### src/rtl/rom_dl_loader.sv
// ROM download front-end for williams2: filters the HPS ioctl stream, forwards
// bytes to the core's dn_* port, validates the image and sequences core reset.
module rom_dl_loader #(
    parameter int unsigned ROM_SIZE      = 98304,
    parameter logic [16:0] SND_BASE      = 17'h0C000,
    parameter logic [16:0] GFX_BASE      = 17'h0E000,
    parameter int unsigned SETTLE_CYCLES = 1024
) (
    input  logic        clock_12,
    input  logic        reset_n,
    input  logic        ioctl_download,
    input  logic [7:0]  ioctl_index,
    input  logic        ioctl_wr,
    input  logic [16:0] ioctl_addr,
    input  logic [7:0]  ioctl_dout,
    input  logic        soft_reset,
    output logic [16:0] dn_addr,
    output logic [7:0]  dn_dout,
    output logic        dn_wr,
    output logic [1:0]  dn_region,
    output logic        core_reset,
    output logic        rom_loaded,
    output logic [17:0] byte_count,
    output logic [7:0]  checksum,
    output logic        error
);

    localparam int unsigned   CW          = (SETTLE_CYCLES > 1) ? $clog2(SETTLE_CYCLES) : 1;
    localparam logic [CW-1:0] SETTLE_LAST = CW'(SETTLE_CYCLES - 1);
    localparam logic [17:0]   ROM_SIZE_W  = 18'(ROM_SIZE);

    typedef enum logic [1:0] {IDLE, LOAD, SETTLE, RUN} state_t;

    state_t        state, state_next;
    logic [CW-1:0] settle_cnt;
    logic          active, active_q, start, loading, wr_idx0, in_range;
    logic          accept, overflow, seq_err, dl_end, good_end, settle_done;
    logic [17:0]   count_base, count_next;
    logic [7:0]    sum_base;
    logic          err_base, err_next;

    assign active   = ioctl_download && (ioctl_index == 8'd0);
    assign start    = active && !active_q;
    // The start cycle already counts as loading so a byte in that cycle is kept.
    assign loading  = (state == LOAD) || start;
    assign wr_idx0  = ioctl_wr && (ioctl_index == 8'd0);
    assign in_range = {1'b0, ioctl_addr} < ROM_SIZE_W;
    assign accept   = loading && wr_idx0 && in_range;
    assign overflow = loading && wr_idx0 && !in_range;

    assign count_base = start ? '0 : byte_count;
    assign sum_base   = start ? '0 : checksum;
    assign err_base   = start ? 1'b0 : error;
    assign seq_err    = accept && ({1'b0, ioctl_addr} != count_base);
    assign count_next = count_base + 18'(accept);
    assign err_next   = err_base || seq_err || overflow;

    assign dl_end      = (state == LOAD) && !start && !ioctl_download;
    assign good_end    = dl_end && (count_next == ROM_SIZE_W) && !err_next;
    assign settle_done = (settle_cnt == SETTLE_LAST) && !soft_reset;

    always_ff @(posedge clock_12 or negedge reset_n) begin
        if (!reset_n) state <= IDLE;
        else          state <= state_next;
    end

    always_comb begin
        state_next = state;
        if (start) begin
            state_next = LOAD;
        end else begin
            unique case (state)
                IDLE:   state_next = IDLE;
                LOAD:   if (dl_end) state_next = good_end ? SETTLE : IDLE;
                SETTLE: if (settle_done) state_next = RUN;
                RUN:    if (soft_reset) state_next = SETTLE;
                default: state_next = IDLE;
            endcase
        end
    end

    // soft_reset asserts core reset immediately, ahead of the RUN->SETTLE edge.
    always_comb begin
        core_reset = (state != RUN) || soft_reset;
    end

    // active_q resets high: a stream still running after reset is not a start.
    always_ff @(posedge clock_12 or negedge reset_n) begin
        if (!reset_n) begin
            active_q   <= 1'b1;
            settle_cnt <= '0;
            dn_wr      <= 1'b0;
            dn_addr    <= '0;
            dn_dout    <= '0;
            byte_count <= '0;
            checksum   <= '0;
            error      <= 1'b0;
            rom_loaded <= 1'b0;
        end else begin
            active_q <= active;
            if (state != SETTLE || soft_reset) settle_cnt <= '0;
            else                               settle_cnt <= settle_cnt + 1'b1;
            dn_wr <= accept;
            if (accept) begin
                dn_addr <= ioctl_addr;
                dn_dout <= ioctl_dout;
            end
            byte_count <= count_next;
            checksum   <= sum_base + (accept ? ioctl_dout : 8'd0);
            error      <= err_next || (dl_end && !good_end);
            if (state_next == LOAD)     rom_loaded <= 1'b0;
            else if (state_next == RUN) rom_loaded <= 1'b1;
        end
    end

    always_comb begin
        if (dn_addr < SND_BASE)      dn_region = 2'd0;
        else if (dn_addr < GFX_BASE) dn_region = 2'd1;
        else                         dn_region = 2'd2;
    end

endmodule

### config.mk
export PLATFORM = sky130hd
export DESIGN_NAME = rom_dl_loader
export DESIGN_NICKNAME = d
export VERILOG_FILES = /design/src/rtl/rom_dl_loader.sv
export SDC_FILE = /design/constraint.sdc
export NUM_CORES = 1
export LEC_CHECK = 0
export BUFFER_PORTS_ARGS = -buffer_cell sky130_fd_sc_hd__clkbuf_2
export CAP_MARGIN = 20
export CORE_MARGIN = 1
export CORE_UTILIZATION = 44
export CTS_BUF_LIST = sky130_fd_sc_hd__clkbuf_4
export CTS_CLUSTER_SIZE = 10
export DETAILED_ROUTE_END_ITERATION = 8
export GPL_TIMING_DRIVEN = 0
export HOLD_SLACK_MARGIN = 0.02
export PLACE_DENSITY = 0.68
export RECOVER_POWER = 100
export SETUP_SLACK_MARGIN = 0.15
export SLEW_MARGIN = 5
export SYNTH_ARGS = -nofsm -noshare
export SYNTH_HDL_FRONTEND = slang
export SYNTH_SLANG_ARGS = --single-unit
### constraint.sdc
create_clock -name clock_12 -period 3.8 [get_ports clock_12]
set_input_delay 0 -clock clock_12 [delete_from_list [all_inputs] [get_ports clock_12]]
set_output_delay 0 -clock clock_12 [all_outputs]
set_load 0.005 [all_outputs]
* Word-level counts from Yosys, hierarchy flattened
Index checks and enable logic that the tools add are counted.
Operators by class: mux-type cells 15, $add $sub $neg 3, equality and inequality tests 10, reduce and logical (&&, ||, !) cells 29, order comparisons 3
Operator list (count):
- $lt 17x16->1 const B | 2
- $add 18x1->18 | 1
- $eq 18x17->1 const B | 1
- $mux 18 | 1
- $ne 17x18->1 | 1
- $lt 17x17->1 const B | 1
- $mux 8 | 2
- $mux 2 | 7
- $logic_and 1x1->1 | 13
- $add 10x1->10 const B | 1
- $eq 10x10->1 const B | 1
- $mux 10 | 1
- $add 8x8->8 | 1
- $logic_not 8->1 | 1
- $pmux 2 s4 | 1
- $logic_not 1->1 | 7
- $eq 2x2->1 const B | 3
- $logic_or 1x1->1 | 6
- $eq 2x1->1 const B | 2
- $ne 2x2->1 const B | 2
- $mux 1 | 3
- $logic_not 2->1 | 1
- $reduce_bool 2->1 | 1
Word-level totals: output and inout port bits 57, bits in registers 67, bits of input ports 38, logic and storage cells 70

* Depth between registers and ports, before layout
Gate-level depths: netlist (run 1).
depth after elaboration 18, mapped depth 14, mapped depth without buffers 14

* Worst setup path after synthesis (run 1)
Ideal clock, no wire load.
path type register to register, from register active_q, to register error, required time 3674 ps, cell stages (with the launch flop) 15, clock period less this slack 3192 ps, library setup time 126 ps, path buffers 1, arrival 3066 ps, path slack 608 ps, cell sequence dfstp_2 -> nor2b_1 -> o2111ai_1 -> a21o_1 -> inv_1 -> buf_2 -> ha_1 -> ha_1 -> nand3_2 -> nor4_1 -> and4_1 -> nor3_1 -> nor4_2 -> nand4b_1 -> a221o_1
On the way: word-level cells in the longest chain between the ends 13, elaborated cells between the ends (all ways) 23, those cells by class add/sub: 1; eq/ne: 2; mux: 2; reduce/logical: 18
Ends and longest elaborated chain:
- from (decl) | RTL line 36 | logic active, active_q, start, loading, wr_idx0, in_range;
- from (signal assigned) | RTL line 100 | active_q <= active;
- $logic_not 1->1 * | RTL line 43 | assign start = active && !active_q;
- $logic_and 1x1->1 * | RTL line 43
- $logic_or 1x1->1 * | RTL line 45 | assign loading = (state == LOAD) || start;
- $logic_and 1x1->1 * (2 in series) | RTL line 48 | assign accept = loading && wr_idx0 && in_range;
- named net accept | RTL line 37 | logic accept, overflow, seq_err, dl_end, good_end, settle_done;
- parallel branches: the longest is 7 deep, another holds $add 18x1->18
- $logic_or 1x1->1 * | RTL line 110 | error <= err_next || (dl_end && !good_end);
- to (signal assigned) | RTL line 110
- to (decl) | RTL line 25 | output logic error
Mark *: on every way through the listed nets, which the timed path passes. A chain may end at the register's enable or synchronous reset.

* Worst setup path in the final report (run 1)
Ends and elaborated chain as after synthesis.

==> results of run 1 <==
## power by group through the flow
stage	Clock, mW	Sequential [mW]	Combinational [mW]
6_report	0.593	0.744	0.139
5_1_grt	0.633	0.746	0.155
4_1_cts	0.605	0.744	0.143
3_5_place_dp	0	0.757	0.119
3_3_place_gp	0	0.757	0.113
2_1_floorplan	0	0.756	0.0458
## routing by layer
layer,routed length [µm],track usage (%),vias up
li1,-,-,1623
met1,4270,30.2,1624
met2,4770,39.2,133
met3,626,5.28,19
met4,166,10.0,0
met5,0,0,-
## critical path: stages, from the launching register on
cell	delay [ns]
dfstp_2	0.54
nor2b_1	0.05
o2111ai_1	0.45
a21o_1	0.21
inv_2	0.09
buf_4	0.19
ha_4	0.20
ha_4	0.19
nand3_4	0.17
nor2_4	0.08
clkbuf_4	0.14
o311a_1	0.33
nor4_2	0.21
nand4b_1	0.16
a221o_1	0.35
## metrics by stage
step / power, mW / setup WS, ns
2_1_floorplan: 0.801 / 0.608
4_1_cts: 1.49 / 0.164
6_report: 1.48 / 0.326
3_3_place_gp: 0.870 / -0.104
5_1_grt: 1.53 / 0.145
3_5_place_dp: 0.876 / -0.145
## cell type report
type	count	area, µm²
buffer	16	95.1
fill	731	3310
tap	105	131
sequential	67	1680
clock inverter	6	104
inverter	30	113
timing repair buffer	132	796
clock buffer	10	75.1
multi-input combinational	278	1880
## how the worst max path moves through the flow
| stage | start | endpoint | slack, ns | depth (start not counted) |
|---|---|---|---|---|
| 3_3_place_gp | state[1] | error | -0.10 | 14 |
| 4_1_cts | state[1] | error | 0.16 | 13 |
| 6_report | active_q | error | 0.33 | 14 |
| 2_1_floorplan | active_q | error | 0.61 | 14 |
| 3_5_place_dp | state[1] | error | -0.14 | 14 |
| 5_1_grt | active_q | error | 0.15 | 13 |
## registers in the layout, indices dropped and copies added (netlist names)
name        count
byte_count     18
dn_addr        17
dn_wr           1
active_q        1
error           1
settle_cnt     10
state           2
dn_dout         8
rom_loaded      1
checksum        8
## timing repair
action	in CTS	in global routing
gates resized for setup	8	9
hold endpoints to repair	95	0
pin swaps	1	1
endpoints found under the setup margin	2	2
hold buffers	31	0
buffers inserted	3	3
## cell usage after synthesis, types with 2 or more instances
| library cell | number |
|---|---|
| a21oi_1 | 9 |
| o22ai_1 | 5 |
| o21ai_0 | 13 |
| nor4_4 | 3 |
| a41oi_1 | 2 |
| o2111ai_1 | 3 |
| xnor2_1 | 24 |
| or3_1 | 2 |
| dfrtp_1 | 66 |
| nor3_1 | 6 |
| inv_1 | 29 |
| nand2b_1 | 6 |
| clkbuf_1 | 5 |
| and2_1 | 13 |
| a22o_1 | 2 |
| nor2b_1 | 6 |
| buf_2 | 6 |
| nand3_1 | 14 |
| o21bai_1 | 2 |
| nand4_1 | 5 |
| ha_1 | 10 |
| nand2_1 | 54 |
| xor2_1 | 6 |
| nor4_1 | 7 |
| buf_4 | 3 |
| a221o_1 | 2 |
| and3_1 | 8 |
| a21o_1 | 9 |
| nand4_4 | 2 |
| nor2_1 | 37 |
## kinds of logic (layout without fill, tap and decap cells)
logic type / count (synthesis) / count (layout) / synth area share, %
compound gates: 61 / 61 / 11.7
xor+xnor: 30 / 30 / 7.12
fa+ha+maj: 11 / 11 / 3.93
buf+inv: 46 / 194 / 5.39
flops: 67 / 67 / 45.5
simple gates: 176 / 176 / 26.4
==> out/metrics.json, run 1 <==
{
  "run_status": "finished, violations left",
  "violations": "capacitance limit, slew limit",
  "io_pins": 95,
  "timing.rr.start": "active_q",
  "worstPathMaxFanout": 11,
  "synth_enable_flop_cells": 0,
  "worstReg2RegEnd": "error",
  "layout-drive-gt1-share_pct": 21.3,
  "leading_cell_type_in_the_layout_fill_and_taps_excluded": "dfrtp_1",
  "antenna_left": 0,
  "setup.reg_to_reg.worst_slack_ns": 0.33,
  "critical_path_data_required_time_ns": 4.09,
  "min_delay_worst_endpoint": "dn_addr[16]",
  "max_slew_margin_pct": -26.6,
  "number_of_design_rule_violations_left_by_the_first_detailed_router_iteration": 160,
  "synth.net_count": 440,
  "synth-seq-area-share_pct": 45.5,
  "final-hold-violation-count": 0,
  "synthesis.yosys.warnings": 0,
  "wire_per_inst_um": 15.3,
  "drtPass1Iterations": 5,
  "power.share.clock_pct": 40.2,
  "start_util_pct": 45.1,
  "timing.fmax_mhz": 288,
  "netlist.area_leader.share_pct": 44.7,
  "route.vias.total": 3399,
  "die_area_um2": 8760,
  "antenna_violations_before_repair": 0,
  "cts_num_sinks": 67,
  "final_cell_mix": "dfrtp_1, clkbuf_2, nand2_1",
  "netlist-cell-type-count": 62,
  "place.detailed.instances": 591,
  "clkLatencyLatePin_ns": 0.41,
  "dp_hpwl_mm": 7.05,
  "area_contributors_post_synth": "dfrtp_1, xnor2_1, nand2_1, nor2_1, ha_1",
  "clk_path_buf_depth": 2,
  "numCtsBuffers": 9,
  "max_cap_violations": 1,
  "final_min_period_over_clock_period_pct": 91.4,
  "route.final.wire_length_mm": 9.83,
  "ys_dominant_reg_cell": "dfrtp_1",
  "power.switching_mw": 0.346,
  "syn-mean-instance-area_um2": 9.44,
  "grt_setup_unrepaired": "no",
  "power.share.switching_pct": 23.4,
  "global_route.overflow_total": 0,
  "finalSetupViolCount": 0,
  "gate_count_post_synth": 391,
  "clk_pin_slew_ns": 0.11,
  "cts_tree": "done",
  "synth-seq-cells": 67,
  "pwr-share-seq_pct": 50.4,
  "coreArea_um2": 8180,
  "startpoint_to_endpoint_class_of_the_critical_path": "reg -> reg",
  "min_period_ns": 3.47,
  "pwr-share-comb_pct": 9.4,
  "asyncSetResetFlopFracSynth_pct": 100,
  "grt_pass1_vias": 3415,
  "worst_slack_on_hold_paths_ns": 0.179,
  "cts_root_buffer": "clkbuf_4",
  "buffer_ports.inserted": 94,
  "vias_per_std_cell": 5.28,
  "die_w_um": 93.6,
  "global_route_wire_length_before_repair_mm": 16.0,
  "cell_internal_pwr_mw": 1.13,
  "finish.instance_area_um2": 4870,
  "fin_setup_tns_ns": 0,
  "die_h_um": 93.6,
  "final.setup_skew_ns": 0.0150,
  "number_of_remaining_drc_errors": 0,
  "gr-usage-all-layers_pct": 23.8,
  "worst_r2r_path_depth": 14,
  "placement.cell_area_um2": 4320,
  "grt_max_degree": 44,
  "vdd_ir_drop_max_v": 0.000206,
  "slew_violations": 44,
  "hp-start": "ioctl_wr",
  "area.growth.synth_to_final_pct": 31.9,
  "cts-htree-levels": 3,
  "post_synth_instance_area_um2": 3690,
  "hold-path-cell-count": 4,
  "std_cell_rows": 33,
  "final_cell_utilization_of_the_core_pct": 59.5,
  "hold_class": "in -> reg",
  "setup.worst_path.start_class": "flop",
  "gp_congestion": 0.899,
  "num-nets-final": 583,
  "crit_path_end_kind": "flop",
  "max_slew.worst_pin.slew_ns": 1.90,
  "p_leak_nw": 2.43,
  "arrival_ns": 3.76,
  "power_per_cell_area_nw_per_um2": 303,
  "insertedDiodeCount": 0,
  "fin_cells": 644,
  "post-synth-top-area-cell": "dfrtp_1"
}
(Power assumes the default switching activity.)
==> inputs of run 2 (changes only) <==
Settings changed: CORE_MARGIN 1 to 2.
==> out/metrics.json, run 2 (same netlist as run 1, synthesis figures left out) <==
{
  "crit_path_end_kind": "flop",
  "final-hold-violation-count": {"value": 0, "change": "unchanged"},
  "worstPathCellList": "nor2b_2, o2111ai_1, a21o_1, inv_2, buf_4, ha_2, ha_4, nand3_4, nor2_4, buf_4, nor4b_2, nor3_1, nor4_2, nand4b_1, a221o_1",
  "die_h": {"value": 95.6, "unit": "µm", "change": "+2.1%"},
  "min_period": {"value": 3.59, "unit": "ns", "change": "+0.116 ns"},
  "final.setup_skew": {"value": 0.0219, "unit": "ns", "change": "+0.00684 ns"},
  "buffer_ports.inserted": {"value": 94, "change": "unchanged"},
  "num-nets-final": {"value": 580, "change": "-0.51%"},
  "die_w": {"value": 95.6, "unit": "µm", "change": "+2.1%"},
  "gr-usage-all-layers": {"value": 22.4, "unit": "%", "change": "-1.4 points"},
  "final_cell_utilization_of_the_core": {"value": 59.1, "unit": "%", "change": "-0.43 points"},
  "route.final.wire_length": {"value": 10.1, "unit": "mm", "change": "+2.8%"},
  "family_with_the_most_delay_on_the_worst_path": "compound AO/OA/AOI/OAI gates",
  "clkLatencyLatePin": {"value": 0.41, "unit": "ns", "change": "about the same"},
  "max_slew.worst_pin.slew": {"value": 1.91, "unit": "ns", "change": "+0.0145 ns"},
  "power.switching": {"value": 0.357, "unit": "mW", "change": "+3.4%"},
  "timing.fmax": {"value": 279, "unit": "MHz", "change": "-3.2%"},
  "wire_per_inst": {"value": 15.8, "unit": "µm", "change": "+3.3%"},
  "insertedDiodeCount": {"value": 0, "change": "unchanged"},
  "antenna_left": {"value": 0, "change": "unchanged"},
  "setup.worst_path.start_class": "flop",
  "worst_slack_on_hold_paths": {"value": 0.193, "unit": "ns", "change": "+0.0138 ns"},
  "vdd_ir_drop_max": {"value": 0.000186, "unit": "V", "change": "-9.8%"},
  "p_leak": {"value": 2.39, "unit": "nW", "change": "-1.6%"},
  "cts_num_sinks": {"value": 67, "change": "unchanged"},
  "vias_per_std_cell": {"value": 5.30, "change": "+0.50%"},
  "clk_path_buf_depth": {"value": 2, "change": "unchanged"},
  "cts-htree-levels": {"value": 3, "change": "unchanged"},
  "fin_cells": {"value": 641, "change": "-0.47%"},
  "route.vias.total": {"value": 3400, "change": "+0.029%"},
  "worst_r2r_path_depth": {"value": 15, "change": "+1"},
  "power.share.clock": {"value": 40.4, "unit": "%", "change": "+0.2 points"},
  "io_pins": {"value": 95, "change": "unchanged"},
  "crit_path_max_incr_delay": {"value": 0.55, "unit": "ns", "change": "about the same"},
  "hold_class": "in -> reg",
  "global_route_wire_length_before_repair": {"value": 15.8, "unit": "mm", "change": "-1.1%"},
  "die_area": {"value": 9140, "unit": "µm²", "change": "+4.3%"},
  "place.detailed.instances": {"value": 591, "change": "unchanged"},
  "start_util": {"value": 45.1, "unit": "%", "change": "unchanged"},
  "largest_reg_flops": {"value": 18, "change": "unchanged"},
  "coreArea": {"value": 8180, "unit": "µm²", "change": "unchanged"},
  "setup.reg_to_reg.worst_slack": {"value": 0.21, "unit": "ns", "change": "-0.12 ns"},
  "cell_internal_pwr": {"value": 1.13, "unit": "mW", "change": "-0.46%"},
  "largest_registers": "byte_count (18), dn_addr (17), settle_cnt (10)",
  "grt_setup_unrepaired": "no",
  "post-place-ws": {"value": -0.154, "unit": "ns", "change": "-0.00927 ns"},
  "max_flop_register": "byte_count",
  "cp_num_cells": {"value": 15, "change": "+1"},
  "cts_tree": "done",
  "cts_root_buffer": "clkbuf_4",
  "leading_cell_type_in_the_layout_fill_and_taps_excluded": "dfrtp_1",
  "final.fill_count": {"value": 747, "change": "+2.2%"},
  "final_min_period_over_clock_period": {"value": 94.5, "unit": "%", "change": "+3.1 points"},
  "final_cell_mix": "dfrtp_1, nand2_1, clkbuf_2",
  "worstPathMaxFanout": {"value": 11, "change": "unchanged"},
  "slew_violations": {"value": 43, "change": "-2.3%"},
  "critical_path.n_buffers_inverters": {"value": 3, "change": "unchanged"},
  "dp_hpwl": {"value": 7.24, "unit": "mm", "change": "+2.7%"},
  "clk_pin_slew": {"value": 0.13, "unit": "ns", "change": "+0.02 ns"},
  "worst_path_most_repeated_cell": "buf_4",
  "grt_max_degree": {"value": 43, "change": "-2.3%"},
  "number_of_remaining_drc_errors": {"value": 0, "change": "unchanged"},
  "antenna_violations_before_repair": {"value": 0, "change": "unchanged"},
  "run_status": "finished, violations left",
  "power.share.switching": {"value": 24.1, "unit": "%", "change": "+0.70 points"},
  "hold-path-cell-count": {"value": 5, "change": "+1"},
  "number_of_design_rule_violations_left_by_the_first_detailed_router_iteration": {"value": 177, "change": "+11%"},
  "pwr-share-seq": {"value": 50.2, "unit": "%", "change": "-0.2 points"},
  "numCtsBuffers": {"value": 9, "change": "unchanged"},
  "power_per_cell_area": {"value": 307, "unit": "nW/µm²", "change": "+1.2%"},
  "max_slew_margin": {"value": -27.6, "unit": "%", "change": "-0.97 points"},
  "setup_ws": {"value": 0.210, "unit": "ns", "change": "-0.116 ns"},
  "startpoint_to_endpoint_class_of_the_critical_path": "reg -> reg",
  "critical_path_data_required_time": {"value": 4.10, "unit": "ns", "change": "about the same"},
  "violations": "capacitance limit, slew limit",
  "max_cap_violations": {"value": 1, "change": "unchanged"},
  "finalSetupViolCount": {"value": 0, "change": "unchanged"},
  "gp_congestion": {"value": 0.952, "change": "+5.9%"},
  "std_cell_rows": {"value": 33, "change": "unchanged"},
  "global_route.overflow_total": {"value": 0, "change": "unchanged"},
  "arrival": {"value": 3.89, "unit": "ns", "change": "+0.13 ns"},
  "pwr-share-comb": {"value": 9.4, "unit": "%", "change": "about the same"},
  "area.growth.synth_to_final_pct": 30.9,
  "drtPass1Iterations": {"value": 5, "change": "unchanged"},
  "cp_slowest_cell": "dfstp_2",
  "grt_pass1_vias": {"value": 3344, "change": "-2.1%"},
  "layout-drive-gt1-share": {"value": 20.3, "unit": "%", "change": "-1.0 points"}
}
==> run 2: area by class of cell <==
type	instances	area (µm²)	area share, %
clock inverters	7	116	2.41
well taps	105	131	2.72
plain buffers	16	92.6	1.92
clock buffers	9	67.6	1.40
multi-input cells	278	1870	38.8
inverters	30	113	2.33
flip-flops and latches	67	1680	34.7
repair buffers	129	761	15.7
==> run 2: worst register-to-register path, stage by stage, from the launching register on <==
cell       delay, ns
dfstp_2         0.55
nor2b_2         0.05
o2111ai_1       0.48
a21o_1          0.25
inv_2           0.10
buf_4           0.19
ha_2            0.25
ha_4            0.20
nand3_4         0.19
nor2_4          0.09
buf_4           0.15
nor4b_2         0.24
nor3_1          0.09
nor4_2          0.14
nand4b_1        0.16
a221o_1         0.35
==> run 2: routing by layer <==
layer / global-route usage, % / share of wire, % / vias up
met5: 0 / 0 / -
li1: - / - / 1624
met1: 29.1 / 43 / 1617
met2: 36.7 / 48 / 135
met3: 4.74 / 7.0 / 24
met4: 8.45 / 2.1 / 0
==> run 2: worst paths after layout <==
path | from | endpoint
hold / removal | ioctl_wr | dn_addr[16]
max in group asynchronous | reset_n | byte_count[0]
hold reg to reg | settle_cnt[0] | settle_cnt[0]
setup / recovery | active_q | error
min in group asynchronous | reset_n | byte_count[10]
setup reg to reg | active_q | error
==> run 2: power by group through the flow <==
stage	logic [mW]	clock network (mW)	registers [mW]
after global placement	0.114	0	0.756
after detailed placement	0.120	0	0.757
final	0.140	0.599	0.744
after CTS	0.144	0.610	0.744
after global routing	0.155	0.640	0.746
after floorplan	0.0458	0	0.756
==> run 2: metrics by stage <==
stage | area [µm²] | power (mW) | TNS [ns]
3_3_place_gp | 4290 | 0.870 | -0.118
5_1_grt | 4830 | 1.54 | 0
6_report | 4830 | 1.48 | 0
3_5_place_dp | 4320 | 0.877 | -0.154
4_1_cts | 4840 | 1.50 | 0
2_1_floorplan | 3690 | 0.801 | 0
==> run 2: repair_timing <==
action                     CTS  global route
hold endpoints to repair    95             0
buffers inserted             0             4
gates resized for setup      9             6
hold buffers                30             0
setup endpoints to repair    2             2
pin swaps                    0             1
==> inputs of run 3 (changes only) <==
Clock period 3.8 ns to 4.66 ns, I/O delays scaled along.
==> out/metrics.json, run 3 (same netlist as run 1, synthesis figures left out) <==
{
  "buffer_ports.inserted": {"value": 94, "change": "unchanged"},
  "insertedDiodeCount": {"value": 0, "change": "unchanged"},
  "arrival": {"value": 4.45, "unit": "ns", "change": "+0.56 ns"},
  "layout-drive-gt1-share": {"value": 17.9, "unit": "%", "change": "-2.5 points"},
  "setup_ws": {"value": 0.506, "unit": "ns", "change": "+0.297 ns"},
  "num-nets-final": {"value": 576, "change": "-0.69%"},
  "placement.cell_area": {"value": 4320, "unit": "µm²", "change": "unchanged"},
  "p_leak": {"value": 2.33, "unit": "nW", "change": "-2.6%"},
  "critical_path_data_required_time": {"value": 4.95, "unit": "ns", "change": "+0.85 ns"},
  "number_of_design_rule_violations_left_by_the_first_detailed_router_iteration": {"value": 201, "change": "+14%"},
  "power_per_cell_area": {"value": 256, "unit": "nW/µm²", "change": "-17%"},
  "finalSetupViolCount": {"value": 0, "change": "unchanged"},
  "worst_slack_on_hold_paths": {"value": 0.198, "unit": "ns", "change": "+0.00573 ns"},
  "largest_reg_flops": {"value": 18, "change": "unchanged"},
  "cts-htree-levels": {"value": 3, "change": "unchanged"},
  "clk_path_buf_depth": {"value": 2, "change": "unchanged"},
  "numCtsBuffers": {"value": 9, "change": "unchanged"},
  "fin_cells": {"value": 637, "change": "-0.62%"},
  "max_slew.worst_pin.slew": {"value": 2.28, "unit": "ns", "change": "+0.364 ns"},
  "grt_max_degree": {"value": 43, "change": "unchanged"},
  "gp_congestion": {"value": 0.952, "change": "unchanged"},
  "gr-usage-all-layers": {"value": 22.3, "unit": "%", "change": "-0.12 points"},
  "max_flop_register": "byte_count",
  "grt_setup_unrepaired": "no",
  "vdd_ir_drop_max": {"value": 0.000152, "unit": "V", "change": "-18%"},
  "area.growth.synth_to_final_pct": 27.8,
  "grtUsageMet3": {"value": 5.06, "unit": "%", "change": "+0.32 points"},
  "antenna_violations_before_repair": {"value": 0, "change": "unchanged"},
  "gr-max-usage-layer": "met2",
  "coreArea": {"value": 8180, "unit": "µm²", "change": "unchanged"},
  "hold_class": "in -> reg",
  "fin_setup_tns": {"value": 0, "unit": "ns", "change": "unchanged"},
  "max_slew_margin": {"value": -51.8, "unit": "%", "change": "-24 points"},
  "drtPass1Iterations": {"value": 5, "change": "unchanged"},
  "worstPathMaxFanout": {"value": 10, "change": "-1"},
  "cts_num_sinks": {"value": 67, "change": "unchanged"},
  "run_status": "finished, violations left",
  "grt_pass1_vias": {"value": 3335, "change": "-0.27%"},
  "final_min_period_over_clock_period": {"value": 89.1, "unit": "%", "change": "-5.4 points"},
  "report.power.total": {"value": 1.21, "unit": "mW", "change": "-19%"},
  "max_cap_violations": {"value": 1, "change": "unchanged"},
  "slew_violations": {"value": 43, "change": "unchanged"},
  "route.vias.total": {"value": 3348, "change": "-1.5%"},
  "dp_hpwl": {"value": 7.24, "unit": "mm", "change": "unchanged"},
  "final-hold-violation-count": {"value": 0, "change": "unchanged"},
  "wire_per_inst": {"value": 15.5, "unit": "µm", "change": "-1.9%"},
  "antenna_left": {"value": 0, "change": "unchanged"},
  "clk_pin_slew": {"value": 0.12, "unit": "ns", "change": "about the same"},
  "finish.instance_area": {"value": 4720, "unit": "µm²", "change": "-2.4%"},
  "std_cell_rows": {"value": 33, "change": "unchanged"},
  "cts_setup_buffers": {"value": 0, "change": "unchanged"},
  "final_cell_utilization_of_the_core": {"value": 57.7, "unit": "%", "change": "-1.4 points"},
  "crit_path_end_kind": "flop",
  "post-place-ws": {"value": 0.706, "unit": "ns", "change": "+0.860 ns"},
  "setup.worst_path.start_class": "flop",
  "route.final.wire_length": {"value": 9.85, "unit": "mm", "change": "-2.5%"},
  "global_route.overflow_total": {"value": 0, "change": "unchanged"},
  "final_cell_mix": "dfrtp_1, nand2_1, clkbuf_2",
  "m2_gr_usage": {"value": 36.6, "unit": "%", "change": "-0.12 points"},
  "cts_tree": "done",
  "number_of_remaining_drc_errors": {"value": 0, "change": "unchanged"},
  "global_route_wire_length_before_repair": {"value": 15.7, "unit": "mm", "change": "-0.78%"},
  "final.setup_skew": {"value": 0.0205, "unit": "ns", "change": "-0.00136 ns"},
  "min_period": {"value": 4.15, "unit": "ns", "change": "+0.563 ns"},
  "violations": "capacitance limit, slew limit",
  "timing.fmax": {"value": 241, "unit": "MHz", "change": "-14%"},
  "clkLatencyLatePin": {"value": 0.41, "unit": "ns", "change": "about the same"},
  "io_pins": {"value": 95, "change": "unchanged"},
  "startpoint_to_endpoint_class_of_the_critical_path": "reg -> reg",
  "die_w": {"value": 95.6, "unit": "µm", "change": "unchanged"},
  "leading_cell_type_in_the_layout_fill_and_taps_excluded": "dfrtp_1",
  "vias_per_std_cell": {"value": 5.26, "change": "-0.91%"},
  "globalRouteMet1Util": {"value": 28.6, "unit": "%", "change": "-0.52 points"},
  "die_h": {"value": 95.6, "unit": "µm", "change": "unchanged"},
  "die_area": {"value": 9140, "unit": "µm²", "change": "unchanged"},
  "cts_resized": {"value": 0, "change": "-9"},
  "cts_root_buffer": "clkbuf_4",
  "largest_registers": "byte_count (18), dn_addr (17), settle_cnt (10)",
  "place.detailed.instances": {"value": 591, "change": "unchanged"},
  "start_util": {"value": 45.1, "unit": "%", "change": "unchanged"}
}
run 3: final timing paths:
check / from / endpoint / cells after the start / slack (ns)
setup / recovery: active_q / error / 14 / 0.51
hold / removal: ioctl_wr / dn_addr[16] / 4 / 0.20
setup reg to reg: active_q / error / 14 / 0.51
hold reg to reg: settle_cnt[0] / settle_cnt[0] / 1 / 0.46
max in group asynchronous: reset_n / byte_count[0] / 3 / 1.51
min in group asynchronous: reset_n / byte_count[10] / 2 / 0.39
run 3: timing repair:
action / 4_1_cts / 5_1_grt
hold buffers: 30 / 0
setup endpoints to repair: 0 / 0
endpoints found under the hold margin: 95 / 0
run 3: cell type report:
cell class	count	area, µm²
buffer	16	85.1
timing repair buffer	125	722
sequential	67	1680
fill	770	3460
inverter	30	113
multi-input combinational	278	1800
clock buffer	9	67.6
clock inverter	7	116
tap	105	131
run 3: worst max-delay path, cell delays in order, from the launching register on:
cell	delay, ns
dfstp_2	0.54
nor2b_1	0.05
nand3_1	0.19
clkbuf_1	0.39
clkbuf_1	0.45
and2_0	0.20
ha_1	0.27
ha_1	0.33
nand3_2	0.24
nor4_1	0.42
and4_1	0.25
nor3_1	0.05
nor4_2	0.14
nand4b_1	0.16
a221o_1	0.35
run 3: per-layer routing:
layer | up-vias | part of all wire, %
met4 | 0 | 2.1
met5 | - | 0
met1 | 1574 | 43
met2 | 141 | 48
met3 | 26 | 7.0
li1 | 1607 | -
run 3: power breakdown:
part | switching, mW | total, mW | internal [mW]
clock network | 0.218 | 0.488 | 0.271
logic | 0.0587 | 0.111 | 0.0526
registers | 0.0131 | 0.606 | 0.593
